$ cat config.mk
export PLATFORM = sky130hd
export DESIGN_NAME = maze_render_sched
export DESIGN_NICKNAME = d
export VERILOG_FILES = /design/src/rtl/maze_render_sched.sv
export SDC_FILE = /design/constraint.sdc
export NUM_CORES = 1
export LEC_CHECK = 0
export ABC_AREA = 1
export BUFFER_PORTS_ARGS = -buffer_cell sky130_fd_sc_hd__clkbuf_2
export CELL_PAD_IN_SITES_DETAIL_PLACEMENT = 1
export CELL_PAD_IN_SITES_GLOBAL_PLACEMENT = 1
export CORE_MARGIN = 2
export CORE_UTILIZATION = 39
export CTS_BUF_LIST = sky130_fd_sc_hd__clkbuf_16
export CTS_CLUSTER_DIAMETER = 50
export DETAILED_ROUTE_END_ITERATION = 6
export GPL_ROUTABILITY_DRIVEN = 0
export GPL_TIMING_DRIVEN = 0
export MAX_ROUTING_LAYER = met4
export PLACE_DENSITY_LB_ADDON = 0.15
export SETUP_SLACK_MARGIN = 0.4
export SLEW_MARGIN = 20
export SYNTH_ARGS = -nofsm -noshare
export SYNTH_HDL_FRONTEND = slang
export SYNTH_SLANG_ARGS = --single-unit
$ cat constraint.sdc
create_clock -name clk -period 2.1 [get_ports clk]
set_input_delay 0.105 -clock clk [delete_from_list [all_inputs] [get_ports clk]]
set_output_delay 0.105 -clock clk [all_outputs]
set_load 0.03 [all_outputs]
$ cat src/rtl/maze_render_sched.sv
// Frame scheduler: walks enabled wall slots issuing (wall,u,v) grid points into the
// transform pipeline, counts returned valid points and flags completion once drained.
module maze_render_sched #(
  parameter int NWALL    = 5,
  parameter int GRID     = 64,
  parameter int PIPE_LAT = 4
) (
  input  logic                    clk,
  input  logic                    rst,
  input  logic                    frame_start,
  input  logic [NWALL-1:0]        wall,
  input  logic                    pipe_ready,
  input  logic                    ret_en,
  output logic                    issue_valid,
  output logic [2:0]              issue_wall,
  output logic [$clog2(GRID)-1:0] issue_u,
  output logic [$clog2(GRID)-1:0] issue_v,
  output logic                    busy,
  output logic                    frame_done,
  output logic [15:0]             drawn_count
);
  localparam int UW = $clog2(GRID);
  localparam int IW = $clog2(NWALL + 1);
  localparam int LW = $clog2(PIPE_LAT + 1);
  localparam logic [UW-1:0] UMAX     = UW'(GRID - 1);
  localparam logic [IW-1:0] IDX_END  = IW'(NWALL);
  localparam logic [LW-1:0] LAT_LOAD = LW'(PIPE_LAT);

  typedef enum logic [2:0] {S_IDLE, S_SKIP, S_ISSUE, S_DRAIN, S_DONE} state_t;

  state_t           state_q;
  logic [NWALL-1:0] mask_q;
  logic [IW-1:0]    idx_q;
  logic [UW-1:0]    u_q, v_q;
  logic [LW-1:0]    lat_q, lat_d;
  logic [15:0]      cnt_q, cnt_d;
  logic             fire;
  logic             wall_en;

  assign fire = (state_q == S_ISSUE) && pipe_ready;

  // idx reaches NWALL (one past the last slot), so select by compare rather than index
  always_comb begin
    wall_en = 1'b0;
    for (int i = 0; i < NWALL; i++) begin
      if (idx_q == IW'(i)) wall_en = mask_q[i];
    end
  end

  always_comb begin
    lat_d = lat_q;
    if (fire) lat_d = LAT_LOAD;
    else if (lat_q != '0) lat_d = lat_q - LW'(1);
  end

  always_comb begin
    cnt_d = cnt_q;
    if ((state_q != S_IDLE) && ret_en && (cnt_q != 16'hFFFF)) cnt_d = cnt_q + 16'd1;
  end

  always_ff @(posedge clk) begin
    if (rst) begin
      state_q <= S_IDLE;
      mask_q  <= '0;
      idx_q   <= '0;
      u_q     <= '0;
      v_q     <= '0;
      lat_q   <= '0;
      cnt_q   <= '0;
    end else begin
      lat_q <= lat_d;
      cnt_q <= cnt_d;
      case (state_q)
        S_IDLE: begin
          if (frame_start) begin
            mask_q  <= wall;
            idx_q   <= '0;
            u_q     <= '0;
            v_q     <= '0;
            cnt_q   <= '0;
            state_q <= S_SKIP;
          end
        end
        S_SKIP: begin
          if (idx_q == IDX_END) state_q <= S_DRAIN;
          else if (wall_en)     state_q <= S_ISSUE;
          else                  idx_q   <= idx_q + IW'(1);
        end
        S_ISSUE: begin
          if (pipe_ready) begin
            if (u_q == UMAX) begin
              u_q <= '0;
              if (v_q == UMAX) begin
                v_q     <= '0;
                idx_q   <= idx_q + IW'(1);
                state_q <= S_SKIP;
              end else begin
                v_q <= v_q + UW'(1);
              end
            end else begin
              u_q <= u_q + UW'(1);
            end
          end
        end
        S_DRAIN: begin
          if (lat_q == '0) state_q <= S_DONE;
        end
        S_DONE:  state_q <= S_IDLE;
        default: state_q <= S_IDLE;
      endcase
    end
  end

  assign issue_valid = (state_q == S_ISSUE);
  assign issue_wall  = 3'(idx_q);
  assign issue_u     = u_q;
  assign issue_v     = v_q;
  assign busy        = (state_q != S_IDLE);
  assign frame_done  = (state_q == S_DONE);
  assign drawn_count = cnt_q;

endmodule

== Word-level counts from Yosys, hierarchy flattened ==
Cells that the tools add are included.

* Input bits: 10
* Output and inout bits: 34
* Logic and storage cells: 83
* Register bits after elaboration: 42

* Equality and inequality tests: 20
* $add $sub $neg: 5
* Multiplexer cells: 33
* Reductions and logical operators: 17

{| class="wikitable"
|+ Operators with widths
! cell !! number
|-
| $mux 16 || 3
|-
| $mux 3 || 15
|-
| $mux 6 || 6
|-
| $pmux 6 s2 || 2
|-
| $add 16x1->16 const B || 1
|-
| $ne 16x16->1 const B || 1
|-
| $add 6x1->6 const B || 2
|-
| $eq 3x2->1 const B || 4
|-
| $eq 6x6->1 const B || 2
|-
| $pmux 3 s4 || 1
|-
| $ne 2x2->1 const B || 5
|-
| $eq 3x3->1 const B || 3
|-
| $logic_not 3->1 || 3
|-
| $pmux 3 s3 || 1
|-
| $reduce_bool 3->1 || 3
|-
| $reduce_and 7->1 || 1
|-
| $eq 3x1->1 const B || 2
|-
| $reduce_and 6->1 || 1
|-
| $mux 1 || 5
|-
| $ne 2x1->1 const B || 2
|-
| $reduce_and 4->1 || 1
|-
| $reduce_bool 2->1 || 2
|-
| $add 3x1->3 const B || 1
|-
| $logic_and 1x1->1 || 3
|-
| other kinds (5) || 5
|}

== Depth between registers and ports, before layout ==
Gate-level depths: netlist of the first run.

* Depth after elaboration: 9
* Mapped depth: 12
* Depth with buffers taken out: 12

== Worst setup path after synthesis of the first run ==
Ideal clock, no wire load.

* Kind: register to register
* Start point: register cnt_q[1] (netlist: drawn_count[1])
* End point: register cnt_q[9] (netlist: drawn_count[9])
* Period minus slack after synthesis: 1687 ps
* Arrival time: 1571 ps
* Library setup time: 116 ps
* Data required time: 1984 ps
* Setup slack: 413 ps
* Stages on the path, launching flop included: 10
* Cells stage by stage: dfxtp_1 -> ha_1 -> nand3_1 -> nor2_1 -> nand3_1 -> nand2_2 -> buf_6 -> nor2_1 -> a21oi_1 -> nor2_1

* Word-level cells in the longest chain between the ends: 5
* Elaborated cells on any way between the ends: 6
* Those cells by class: add/sub: 1; eq/ne: 1; mux: 3; reduce/logical: 1

{| class="wikitable"
|+ Ends and longest elaborated chain
! element !! RTL line !! RTL
|-
| from (decl) || 36 || <nowiki>logic [15:0] cnt_q, cnt_d;</nowiki>
|-
| from (signal assigned) || 72 || <nowiki>cnt_q <= cnt_d;</nowiki>
|-
| parallel branches: the longest is 2 deep, another holds $add 16x1->16 || - ||
|-
| $mux 16 * || 58 || <nowiki>if ((state_q != S_IDLE) && ret_en && (cnt_q != 16'hFFFF)) cnt_d = cnt_q + 16'd1;</nowiki>
|-
| $mux 16 || 75 || <nowiki>if (frame_start) begin</nowiki>
|-
| $mux 16 * || 73 || <nowiki>case (state_q)</nowiki>
|}

Every way passes the cells marked *.
A chain may end at the register's enable or synchronous reset.

== Worst setup path in the final report of the first run ==
* Start point: register state_q[2]
* End point: output busy

* Word-level cells in the longest chain between the ends: 1

{| class="wikitable"
|+ Ends and longest elaborated chain
! element !! RTL line !! RTL
|-
| from (decl) || 31 || <nowiki>state_t state_q;</nowiki>
|-
| from (signal assigned) || 63 || <nowiki>state_q <= S_IDLE;</nowiki>
|-
| from (signal assigned) || 81 || <nowiki>state_q <= S_SKIP;</nowiki>
|-
| from (signal assigned) || 85 || <nowiki>if (idx_q == IDX_END) state_q <= S_DRAIN;</nowiki>
|-
| $reduce_bool 3->1 || 118 || <nowiki>assign busy = (state_q != S_IDLE);</nowiki>
|-
| to (decl) || 18 || <nowiki>output logic busy,</nowiki>
|}

Every way passes these cells.

==> results of run 1 <==
repair_timing:
item	in CTS	in global routing
setup endpoints to repair	0	27
setup buffers	0	3
resized for setup	0	23
endpoints found under the hold margin	0	0
report_power, final:
part	switching [W]	internal (W)	total [W]
logic	0.00102	0.000523	0.00154
registers	0.000123	0.000932	0.00106
clock network	0.000303	0.000423	0.000726
logic make-up after synthesis:
| logic type | Yosys count | share of synthesized area |
|---|---|---|
| xor+xnor | 7 | 0.0255 |
| fa+ha+maj | 11 | 0.0572 |
| flops | 42 | 0.350 |
| compound gates | 50 | 0.110 |
| buf+inv | 54 | 0.0926 |
| simple gates | 178 | 0.365 |
critical path, delay by kind of cell, from the launching register on:
kind,cells,cell delay [ps]
buffers and inverters,5,610
DFF,1,450
and+or+nand+nor,2,150
metrics by stage:
| step | area (um2) | instances |
|---|---|---|
| 2_1_floorplan | 2400 | 342 |
| 3_3_place_gp | 2710 | 460 |
| 3_5_place_dp | 2710 | 460 |
| 4_1_cts | 2840 | 466 |
| 5_1_grt | 2930 | 469 |
| 6_report | 2930 | 469 |
state kept, by name, summed over array words and instances, names as in the netlist:
name,count
drawn_count,16
lat_q,3
issue_wall,3
issue_u,6
issue_v,6
state_q,3
mask_q,5
cells in the mapped netlist (3+ instances only):
library cell,count,area (um2)
sky130_fd_sc_hd__nand2_1,62,233
sky130_fd_sc_hd__nor2_1,45,169
sky130_fd_sc_hd__inv_1,43,161
sky130_fd_sc_hd__dfxtp_1,42,841
sky130_fd_sc_hd__nand3_1,29,145
sky130_fd_sc_hd__a21oi_1,24,120
sky130_fd_sc_hd__o21ai_0,15,75.1
sky130_fd_sc_hd__ha_1,11,138
sky130_fd_sc_hd__nor2_4,8,90.1
sky130_fd_sc_hd__nor3_1,8,40.0
sky130_fd_sc_hd__inv_2,6,22.5
sky130_fd_sc_hd__nand2_2,5,31.3
sky130_fd_sc_hd__o21ai_1,5,25.0
sky130_fd_sc_hd__nand2_4,4,45.0
sky130_fd_sc_hd__nand4_1,4,25.0
sky130_fd_sc_hd__nor2_2,4,25.0
sky130_fd_sc_hd__xor2_1,4,35.0
sky130_fd_sc_hd__xnor2_1,3,26.3
layout by cell type (no fill, tap or decap), types with 2 or more instances in the layout:
cell and instances:
sky130_fd_sc_hd__a21oi_1 23, sky130_fd_sc_hd__buf_4 3, sky130_fd_sc_hd__buf_6 2, sky130_fd_sc_hd__clkbuf_16 5, sky130_fd_sc_hd__clkbuf_2 43, sky130_fd_sc_hd__dfxtp_1 34
sky130_fd_sc_hd__dfxtp_2 8, sky130_fd_sc_hd__ha_1 9, sky130_fd_sc_hd__ha_2 2, sky130_fd_sc_hd__inv_1 43, sky130_fd_sc_hd__inv_2 6, sky130_fd_sc_hd__inv_4 2
sky130_fd_sc_hd__nand2_1 60, sky130_fd_sc_hd__nand2_2 6, sky130_fd_sc_hd__nand2_4 5, sky130_fd_sc_hd__nand3_1 25, sky130_fd_sc_hd__nand3_2 4, sky130_fd_sc_hd__nand3b_1 2
sky130_fd_sc_hd__nand4_1 4, sky130_fd_sc_hd__nor2_1 42, sky130_fd_sc_hd__nor2_2 6, sky130_fd_sc_hd__nor2_4 9, sky130_fd_sc_hd__nor3_1 8, sky130_fd_sc_hd__nor3b_1 2
sky130_fd_sc_hd__o21ai_0 15, sky130_fd_sc_hd__o21ai_1 5, sky130_fd_sc_hd__xnor2_1 3, sky130_fd_sc_hd__xor2_1 4
area by class of cell:
cell class	count	share of cell area
well taps	75	0.0320
plain buffers	3	0.00896
repair buffers	46	0.0810
clock inverters	1	0.00128
multi-input cells	246	0.477
clock buffers	5	0.0426
flip-flops and latches	42	0.290
inverters	51	0.0670
metal layers:
layer  track usage  vias to the layer above  share of wire
met1         0.225                     1077           0.45
met5             -                        -              0
met3        0.0348                        9          0.027
li1              -                     1199              -
met4        0.0508                        0          0.015
met2         0.363                       31           0.51
worst min-delay path by stage:
stage,cells past startpoint,start,end
floorplan,1,rst,lat_q[0]
global placement,3,wall[0],mask_q[0]
detailed placement,3,wall[1],mask_q[1]
CTS,3,wall[1],mask_q[1]
global route,3,wall[1],mask_q[1]
finish,3,wall[1],mask_q[1]
==> impl_metrics.json, run 1 <==
{
  "worstReg2RegStart": "issue_wall[1]",
  "core_um2": 5960,
  "antennaDiodeCount": 0,
  "multiInputGateArea_um2": 1400,
  "dieHeight_um": 82.5,
  "grt_pass1_vias": 2299,
  "worst_path_required_ps": 2000,
  "grt_pass1_wl_um": 10200,
  "design.portCount": 44,
  "layout.filler_cells": 808,
  "final.period_utilization": 0.758,
  "nets": 416,
  "remaining_max_slew_budget_at_the_tightest_pin": 0.667,
  "synth_ff_type": "sky130_fd_sc_hd__dfxtp_1",
  "drt_wl_total_um": 6280,
  "cp-start-kind": "flop",
  "synth.yosys.seq_area_share": 0.350,
  "power_density_nw_per_um2": 1130,
  "worst_setup_hold_path_clk_slew_ps": 60,
  "cts_inserted_buffers": 5,
  "yosys.cell_types.count": 34,
  "timing.reg2reg.setup_slack_ps": 530,
  "routed_wire_length_per_instance_um": 13.4,
  "rows": 28,
  "syn_nets": 363,
  "avgSynthCellArea_um2": 7.03,
  "reg2regPathDepth": 9,
  "timing.critical_path.to_type": "primary output",
  "cts.htree.levels": 2,
  "via_total_after_detailed_routing": 2316,
  "drive_gt1_frac": 0.269,
  "timing_hold_violations_final": 0,
  "worst_r2r_endpoint": "issue_wall[2]",
  "detailedPlace.worstSlack_ps": 421,
  "max_cap_viol_count": 0,
  "cpMostUsedCell": "sky130_fd_sc_hd__buf_4",
  "drt_iter0_markers": 48,
  "number_of_antenna_violations_at_the_first_check_in_global_routing": 0,
  "timing.critical_path.fanout_max": 5,
  "globalRoute.totalOverflow": 0,
  "worstSetupStartpoint": "state_q[2]",
  "outcome": "complete, no violations",
  "timing.final.setup_violations": 0,
  "root_buffer": "sky130_fd_sc_hd__clkbuf_16",
  "max_freq_mhz": 628,
  "setup.worst_path.end": "busy",
  "groute.usage.overall": 0.199,
  "hold_slack_ps": 84.9,
  "drc": 0,
  "hold_fix_buffers_at_cts": 0,
  "drtPass1Iterations": 4,
  "yosys_warning_total": 0,
  "clock_path_buffers": 2,
  "worst_pin_slew_ps": 499,
  "worst_skew_pair.late_latency_ps": 280,
  "path_cells": "inv_2 > nand2_2 > nor2_4 > buf_4 > buf_4 > inv_1 > clkbuf_2",
  "dieWidth_um": 82.5,
  "setup.worst_path.class": "flop to primary output",
  "slew_violations": 0,
  "vdd_ir_drop_max_mv": 0.498,
  "area.growth.synth_to_final_pct": 22.0,
  "power_leakage_nw": 1.24,
  "hold_path.class": "input port to flop",
  "fin_worst_skew_ps": 3.29,
  "number_of_vias_per_cell": 4.94,
  "fin_ws_ps": 508,
  "buffer_ports.inserted": 43,
  "async_flop_share": 0,
  "floorplan.die_area_um2": 6810,
  "synth_edf_count": 0,
  "finalPower_w": 0.00332,
  "finalSetupTns_ps": 0,
  "grt_max_degree": 12,
  "dp_hpwl_um": 4750,
  "initial_core_util": 0.404,
  "final-seq-area_um2": 851,
  "timing.final.crit_period_ps": 1590,
  "cts_tree": "done",
  "final_antenna_net_count": 0,
  "unrepaired_setup_endpoints_after_global_routing": "yes",
  "slowest_stage": "sky130_fd_sc_hd__dfxtp_1",
  "crit_path_max_incr_delay_ps": 450,
  "worst_ep_arrival_time_ps": 1490,
  "clock_sinks": 42,
  "post_syn_area_um2": 2400,
  "synth-seq-cells": 42,
  "final_core_util": 0.493,
  "synthCells": 342
}
Note: power is estimated with default switching activity, not from simulation.
==> run 2, diff against run 1 <==
--- a/config.mk
+++ b/config.mk
@@ -5,12 +5,12 @@
 export SDC_FILE = /design/constraint.sdc
 export NUM_CORES = 1
 export LEC_CHECK = 0
-export ABC_AREA = 1
+export ABC_AREA = 0
 export BUFFER_PORTS_ARGS = -buffer_cell sky130_fd_sc_hd__clkbuf_2
 export CELL_PAD_IN_SITES_DETAIL_PLACEMENT = 1
 export CELL_PAD_IN_SITES_GLOBAL_PLACEMENT = 1
 export CORE_MARGIN = 2
-export CORE_UTILIZATION = 39
+export CORE_UTILIZATION = 36
 export CTS_BUF_LIST = sky130_fd_sc_hd__clkbuf_16
 export CTS_CLUSTER_DIAMETER = 50
 export DETAILED_ROUTE_END_ITERATION = 6
==> constraint.sdc (replaced) <==
create_clock -name clk -period 1.3 [get_ports clk]
set_input_delay 0.065 -clock clk [delete_from_list [all_inputs] [get_ports clk]]
set_output_delay 0.065 -clock clk [all_outputs]
set_load 0.03 [all_outputs]
==> run 2 against run 1 <==
Net effect: the flow now finishes with violations (negative setup slack); largest cell class unchanged; clock skew is 6.7 ps higher; first-iteration DRC count grew to 2.9 times the previous value; critical path type is now flop to flop; clock power is 76% higher; global-route usage is 8.3 points higher; utilization is 25 points higher; synthesized area is 8.2% lower; power is 29% higher; critical endpoint is now issue_wall[2].
==> impl_metrics.json, run 2 <==
{
  "yosys_warning_total": 0,
  "final_core_util": 0.742,
  "fin_ws_ps": -700,
  "timing_hold_violations_final": 0,
  "cts.htree.levels": 2,
  "max_freq_mhz": 500,
  "synth-seq-cells": 42,
  "outcome": "complete, but fails checks",
  "buffer_ports.inserted": 42,
  "dieHeight_um": 82.3,
  "avgSynthCellArea_um2": 8.43,
  "layout.filler_cells": 552,
  "max_cap_viol_count": 0,
  "area.growth.synth_to_final_pct": 98.8,
  "drc": 0,
  "unrepaired_setup_endpoints_after_global_routing": "yes",
  "root_buffer": "sky130_fd_sc_hd__clkbuf_16",
  "timing.final.setup_violations": 44,
  "finalPower_w": 0.00427,
  "worst_setup_hold_path_clk_slew_ps": 70,
  "yosys.cell_types.count": 48,
  "synthCells": 262,
  "synth_top_area_cell": "sky130_fd_sc_hd__dfxtp_1",
  "slowest_stage": "sky130_fd_sc_hd__dfxtp_4",
  "core_um2": 5920,
  "hold_slack_ps": 2.93,
  "worst_ep_arrival_time_ps": 2170,
  "rows": 28,
  "drtPass1Iterations": 4,
  "initial_core_util": 0.373,
  "final.period_utilization": 1.54,
  "hold_depth": 3,
  "setup.worst_path.class": "flop to flop",
  "worst_path_required_ps": 1470,
  "vdd_ir_drop_max_mv": 1.07,
  "syn_nets": 283,
  "synth_top_cell_area_share": 0.381,
  "detailedPlace.worstSlack_ps": -498,
  "nets": 392,
  "async_flop_share": 0,
  "yosys-top-cells-area": "sky130_fd_sc_hd__dfxtp_1 38%, sky130_fd_sc_hd__ha_1 6.2%, sky130_fd_sc_hd__xnor2_1 5.6%",
  "cp.depth": 7,
  "post_syn_area_um2": 2210,
  "antennaDiodeCount": 0,
  "via_total_after_detailed_routing": 2599,
  "worst_skew_pair.late_latency_ps": 300,
  "reg2regPathDepth": 7,
  "synth.cells.most_frequent": "42 x sky130_fd_sc_hd__dfxtp_1, 31 x sky130_fd_sc_hd__nor2_1, 25 x sky130_fd_sc_hd__nand2_1",
  "critical-path-top-delay-family": "compound AO/OA/AOI/OAI gates",
  "globalRoute.totalOverflow": 0,
  "clock_path_buffers": 2,
  "slew_violations": 0,
  "power_density_nw_per_um2": 973,
  "timing.critical_path.to_type": "flop",
  "hold_path.class": "input port to flop",
  "cp-start-kind": "flop",
  "timing.final.crit_period_ps": 2000,
  "timing.critical_path.fanout_max": 4,
  "remaining_max_slew_budget_at_the_tightest_pin": 0.526,
  "cp_num_buf_inv": 1,
  "fin_worst_skew_ps": 10.0,
  "design.portCount": 44,
  "number_of_vias_per_cell": 5.81,
  "floorplan.die_area_um2": 6780,
  "drt_wl_total_um": 11800,
  "layout_common_cells": "38 x sky130_fd_sc_hd__buf_6, 29 x sky130_fd_sc_hd__dfxtp_4, 29 x sky130_fd_sc_hd__buf_4",
  "synth_ff_type": "sky130_fd_sc_hd__dfxtp_1",
  "largest_register_ffs": 16,
  "final-seq-area_um2": 958,
  "grt_pass1_wl_um": 13700,
  "cts_inserted_buffers": 5,
  "routed_wire_length_per_instance_um": 26.5,
  "clock_sinks": 42,
  "dp_hpwl_um": 4360,
  "drive_gt1_frac": 0.656,
  "synth_edf_count": 0,
  "synth.yosys.seq_area_share": 0.381,
  "post-synth-top-count-cell": "sky130_fd_sc_hd__dfxtp_1",
  "cts_tree": "done",
  "commonest_non_fill_non_tap_cell_in_the_layout": "sky130_fd_sc_hd__buf_6",
  "groute.usage.overall": 0.282,
  "power_leakage_nw": 1.65,
  "crit_path_max_incr_delay_ps": 380,
  "finalSetupTns_ps": -14150,
  "multiInputGateArea_um2": 1940,
  "grt_max_degree": 13,
  "grt_pass1_vias": 2620,
  "drt_iter0_markers": 138,
  "path_cells": "inv_4 > ha_1 > nor2b_1 > a2111oi_4 > o21a_1 > or2_4 > o32ai_1",
  "worst_pin_slew_ps": 710,
  "dieWidth_um": 82.3,
  "number_of_antenna_violations_at_the_first_check_in_global_routing": 0,
  "violations_in_the_final_reports": "negative setup slack",
  "final_antenna_net_count": 0
}
run 2: worst paths after layout:
path / startpoint / endpoint / slack (ps)
setup reg to reg: issue_wall[0] / issue_wall[2] / -700
hold reg to reg: mask_q[2] / mask_q[2] / 520
setup / recovery: issue_wall[0] / issue_wall[2] / -700
hold / removal: wall[2] / mask_q[2] / 3
run 2: stage by stage:
stage	cell area (um2)	std cells
floorplan	2500	262
global placement	2810	379
detailed placement	2810	379
CTS	3780	426
global route	4390	447
finish	4390	447
run 2: final cells by class:
cell class              instances  share of cell area
plain buffers                  10              0.0248
multi-input cells             200               0.443
repair buffers                102               0.250
inverters                      10              0.0114
flip-flops and latches         42               0.218
clock buffers                   5              0.0285
well taps                      75              0.0214
clock inverters                 3             0.00285
run 2: cell families (layout without fill, tap and decap cells):
logic type      Yosys count  after routing  share of synthesized area
simple gates            118            118                      0.279
compound gates           46             46                      0.133
mux                       6              6                     0.0272
buf+inv                  20            130                     0.0419
flops                    42             42                      0.381
fa+ha+maj                11             11                     0.0623
xor+xnor                 19             19                     0.0754
run 2: repair_timing:
action / in CTS / in global routing
hold buffers: 0 / 0
buffers inserted: 38 / 21
endpoints found under the setup margin: 76 / 74
cloned: 1 / 0
endpoints found under the hold margin: 0 / 0
pin swaps: 57 / 50
gates resized for setup: 136 / 111
run 2: layer usage:
metal | GRT usage | vias up | routed length [um]
met5 | - | - | 0
met4 | 0.105 | 0 | 339
met3 | 0.0457 | 29 | 620
met2 | 0.482 | 102 | 6020
met1 | 0.334 | 1315 | 4860
li1 | - | 1153 | -
run 2: worst register-to-register path: stages (launching register included):
cell                        delay [ps]
sky130_fd_sc_hd__dfxtp_4           380
sky130_fd_sc_hd__inv_4              80
sky130_fd_sc_hd__ha_1              230
sky130_fd_sc_hd__nor2b_1           290
sky130_fd_sc_hd__a2111oi_4          80
sky130_fd_sc_hd__o21a_1            200
sky130_fd_sc_hd__or2_4             280
sky130_fd_sc_hd__o32ai_1           340
run 2: power breakdown:
part           internal [W]  total, W  switching (W)
sequential          0.00132   0.00140      0.0000839
clock              0.000697   0.00128       0.000585
combinational      0.000770   0.00159       0.000819
==> run 3, diff against run 2 <==
--- a/config.mk
+++ b/config.mk
@@ -16,8 +16,10 @@
 export DETAILED_ROUTE_END_ITERATION = 6
 export GPL_ROUTABILITY_DRIVEN = 0
 export GPL_TIMING_DRIVEN = 0
+export HOLD_SLACK_MARGIN = 0.05
 export MAX_ROUTING_LAYER = met4
 export PLACE_DENSITY_LB_ADDON = 0.15
+export RECOVER_POWER = 50
 export SETUP_SLACK_MARGIN = 0.4
 export SLEW_MARGIN = 20
 export SYNTH_ARGS = -nofsm -noshare
==> run 3 against run 2 <==
Net effect: the flow now stops in global routing; synthesized area unchanged; synthesized cell count unchanged.
==> impl_metrics.json, run 3 <==
{
  "clock_path_buffers": 2,
  "outcome": "did not finish",
  "dpl.cell_count": 379,
  "synth.yosys.seq_area_share": 0.381,
  "cts.htree.levels": 2,
  "initial_core_util": 0.373,
  "tool.error": "[ERROR DPL-0033] detailed placement checks failed during check placement.",
  "syn_nets": 283,
  "clock_sinks": 42,
  "synth.cells.most_frequent": "42 x sky130_fd_sc_hd__dfxtp_1, 31 x sky130_fd_sc_hd__nor2_1, 25 x sky130_fd_sc_hd__nand2_1",
  "dieWidth_um": 82.3,
  "yosys-top-cells-area": "sky130_fd_sc_hd__dfxtp_1 38%, sky130_fd_sc_hd__ha_1 6.2%, sky130_fd_sc_hd__xnor2_1 5.6%",
  "synth-seq-cells": 42,
  "design.portCount": 44,
  "synth_top_area_cell": "sky130_fd_sc_hd__dfxtp_1",
  "async_flop_share": 0,
  "rows": 28,
  "post-synth-top-count-cell": "sky130_fd_sc_hd__dfxtp_1",
  "failing_step": "global routing",
  "post_syn_area_um2": 2210,
  "synth_edf_count": 0,
  "number_of_antenna_violations_at_the_first_check_in_global_routing": 0,
  "grt_max_degree": 13,
  "synth_ff_type": "sky130_fd_sc_hd__dfxtp_1",
  "synth_top_cell_area_share": 0.381,
  "detailedPlace.worstSlack_ps": -498,
  "timing.repair.worst_endpoint_type": "register input",
  "repair-timing-grt-worst-ep": "state_q[1]$_SDFFE_PP0P_/D",
  "dp_hpwl_um": 4360,
  "yosys_warning_total": 0,
  "root_buffer": "sky130_fd_sc_hd__clkbuf_16",
  "avgSynthCellArea_um2": 8.43,
  "dieHeight_um": 82.3,
  "yosys.cell_types.count": 48,
  "synthCells": 262,
  "cts_inserted_buffers": 5,
  "buffer_ports.inserted": 42
}
[run 3: cell counts after synthesis]
No cell type changed its count.
[run 3: kinds of logic after synthesis]
group | count (synthesis) | share of synthesized area
compound gates | 46 | 0.133
xor+xnor | 19 | 0.0754
fa+ha+maj | 11 | 0.0623
buf+inv | 20 | 0.0419
flops | 42 | 0.381
mux | 6 | 0.0272
simple gates | 118 | 0.279
[run 3: through the flow]
stage	TNS [ps]	instance area, um2	hold slack [ps]
CTS	-9810	3830	101
detailed placement	-11720	2810	313
floorplan	-8360	2500	212
global placement	-10840	2810	305
[run 3: timing repair]
| item | CTS |
|---|---|
| setup buffers | 38 |
| gates resized for setup | 136 |
| gates cloned | 1 |
| endpoints found under the hold margin | 5 |
| setup endpoints to repair | 76 |
| hold buffers | 5 |
| pin swaps | 57 |
==> run 4, diff against run 3 <==
==> config.mk (replaced) <==
export PLATFORM = sky130hd
export DESIGN_NAME = maze_render_sched
export DESIGN_NICKNAME = d
export VERILOG_FILES = /design/src/rtl/maze_render_sched.sv
export SDC_FILE = /design/constraint.sdc
export NUM_CORES = 1
export LEC_CHECK = 0
export ABC_AREA = 0
export BUFFER_PORTS_ARGS = -buffer_cell sky130_fd_sc_hd__clkbuf_2
export CORE_MARGIN = 2
export CORE_UTILIZATION = 25
export DETAILED_ROUTE_END_ITERATION = 6
export GPL_ROUTABILITY_DRIVEN = 0
export GPL_TIMING_DRIVEN = 0
export PLACE_DENSITY_LB_ADDON = 0.15
export RECOVER_POWER = 50
export SLEW_MARGIN = 20
export SYNTH_ARGS = -nofsm -noshare
export SYNTH_HDL_FRONTEND = slang
export SYNTH_SLANG_ARGS = --single-unit
==> constraint.sdc (replaced) <==
create_clock -name clk -period 1.7 [get_ports clk]
set_input_delay 0.085 -clock clk [delete_from_list [all_inputs] [get_ports clk]]
set_output_delay 0.085 -clock clk [all_outputs]
set_load 0.03 [all_outputs]
==> run 4 against run 3 <==
Net effect: the flow now finishes, with violations (negative setup slack).
==> impl_metrics.json, run 4 (same netlist as run 2, synthesis figures left out) <==
{
  "worst_ep_arrival_time_ps": 2010,
  "violations_in_the_final_reports": "negative setup slack",
  "timing.reg2reg.setup_slack_ps": -60,
  "worst_setup_hold_path_clk_slew_ps": 90,
  "fin_ws_ps": -64.2,
  "remaining_max_slew_budget_at_the_tightest_pin": 0.653,
  "timing.final.setup_violations": 4,
  "slew_violations": 0,
  "dp_hpwl_um": 3970,
  "antennaDiodeCount": 0,
  "rows": 34,
  "max_freq_mhz": 567,
  "vdd_ir_drop_max_mv": 0.449,
  "drt_wl_total_um": 5540,
  "outcome": "complete, but fails checks",
  "commonest_non_fill_non_tap_cell_in_the_layout": "sky130_fd_sc_hd__clkbuf_1",
  "routed_wire_length_per_instance_um": 12.8,
  "buffer_ports.inserted": 42,
  "final_antenna_net_count": 0,
  "timing_hold_violations_final": 0,
  "largest_register_ffs": 16,
  "unrepaired_setup_endpoints_after_global_routing": "yes",
  "grt_pass1_vias": 1915,
  "cts.htree.levels": 2,
  "worst_pin_slew_ps": 521,
  "design.portCount": 44,
  "dieWidth_um": 98.0,
  "initial_core_util": 0.256,
  "drive_gt1_frac": 0.241,
  "hold_fix_buffers_at_cts": 0,
  "number_of_antenna_violations_at_the_first_check_in_global_routing": 0,
  "drt_iter0_markers": 51,
  "finalPower_w": 0.00267,
  "via_total_after_detailed_routing": 2022,
  "timing.final.crit_period_ps": 1760,
  "groute.usage.overall": 0.116,
  "cts_inserted_buffers": 5,
  "fin_worst_skew_ps": 9.98,
  "globalRoute.totalOverflow": 0,
  "final.period_utilization": 1.04,
  "drtPass1Iterations": 4,
  "setup.worst_path.class": "flop to flop",
  "cts_tree": "done",
  "clock_sinks": 42,
  "timing.critical_path.fanout_max": 5,
  "power_density_nw_per_um2": 905,
  "layout_common_cells": "34 x sky130_fd_sc_hd__clkbuf_1, 33 x sky130_fd_sc_hd__dfxtp_1, 30 x sky130_fd_sc_hd__nor2_1",
  "max_cap_viol_count": 0,
  "drc": 0,
  "final_core_util": 0.342,
  "grt_max_degree": 15,
  "root_buffer": "sky130_fd_sc_hd__clkbuf_8",
  "grt_pass1_wl_um": 9140,
  "timing.critical_path.to_type": "flop",
  "worst_path_required_ps": 1940,
  "nets": 343,
  "cp-start-kind": "flop",
  "power_leakage_nw": 1.07,
  "number_of_vias_per_cell": 4.69,
  "hold_path.class": "input port to flop",
  "dieHeight_um": 98.0,
  "core_um2": 8640,
  "floorplan.die_area_um2": 9600,
  "clock_path_buffers": 2,
  "worst_skew_pair.late_latency_ps": 300,
  "area.growth.synth_to_final_pct": 33.8
}
-- run 4: worst max-delay path, stage by stage (launching register included) --
cell                        delay (ps)
sky130_fd_sc_hd__dfxtp_4           380
sky130_fd_sc_hd__inv_4              50
sky130_fd_sc_hd__ha_4              170
sky130_fd_sc_hd__nand3b_1          210
sky130_fd_sc_hd__a2111oi_4         400
sky130_fd_sc_hd__o21a_1            200
sky130_fd_sc_hd__or2_4             150
sky130_fd_sc_hd__o221a_4           160
-- run 4: final timing paths --
check	start	end	cells after the start
max reg2reg	issue_wall[1]	state_q[1]	7
min reg2reg	issue_v[1]	issue_v[1]	2
min	wall[3]	mask_q[3]	3
max	issue_wall[1]	state_q[1]	7
-- run 4: metrics by stage --
step | worst slack (ps) | TNS (ps) | instances | cell area (um2) | hold WS (ps)
6_report | -64.2 | -205 | 431 | 2950 | 25.6
2_1_floorplan | -32.8 | -32.8 | 262 | 2250 | 232
3_5_place_dp | -121 | -1710 | 412 | 2590 | 331
4_1_cts | -49.7 | -119 | 425 | 2870 | 23.2
3_3_place_gp | -111 | -1730 | 412 | 2590 | 322
5_1_grt | -167 | -930 | 431 | 2950 | 53.7
-- run 4: layout make-up --
cell class | instances | area [um2]
clock inverter | 3 | 68.8
timing repair buffer | 53 | 264
sequential | 42 | 860
inverter | 10 | 40.0
multi-input combinational | 200 | 1450
tap | 108 | 135
clock buffer | 5 | 68.8
fill | 919 | 5680
buffer | 10 | 67.6
-- run 4: per-layer routing --
layer / track usage / up-vias / wire, um
met2: 0.184 / 32 / 2520
met1: 0.160 / 933 / 2780
met3: 0.0222 / 7 / 177
li1: - / 1050 / -
met4: 0.0353 / 0 / 67
met5: 0 / - / 0
-- run 4: power breakdown --
part	switching, W	leakage [nW]	total (W)	internal [W]
clock network	0.000375	0.0683	0.000964	0.000589
registers	0.0000399	0.345	0.00108	0.00104
logic	0.000363	0.657	0.000636	0.000273
-- run 4: timing repair --
| item | in CTS | in global routing |
|---|---|---|
| setup endpoints to repair | 23 | 31 |
| gates resized for setup | 18 | 20 |
| pin swaps | 10 | 13 |
| buffers inserted | 5 | 6 |
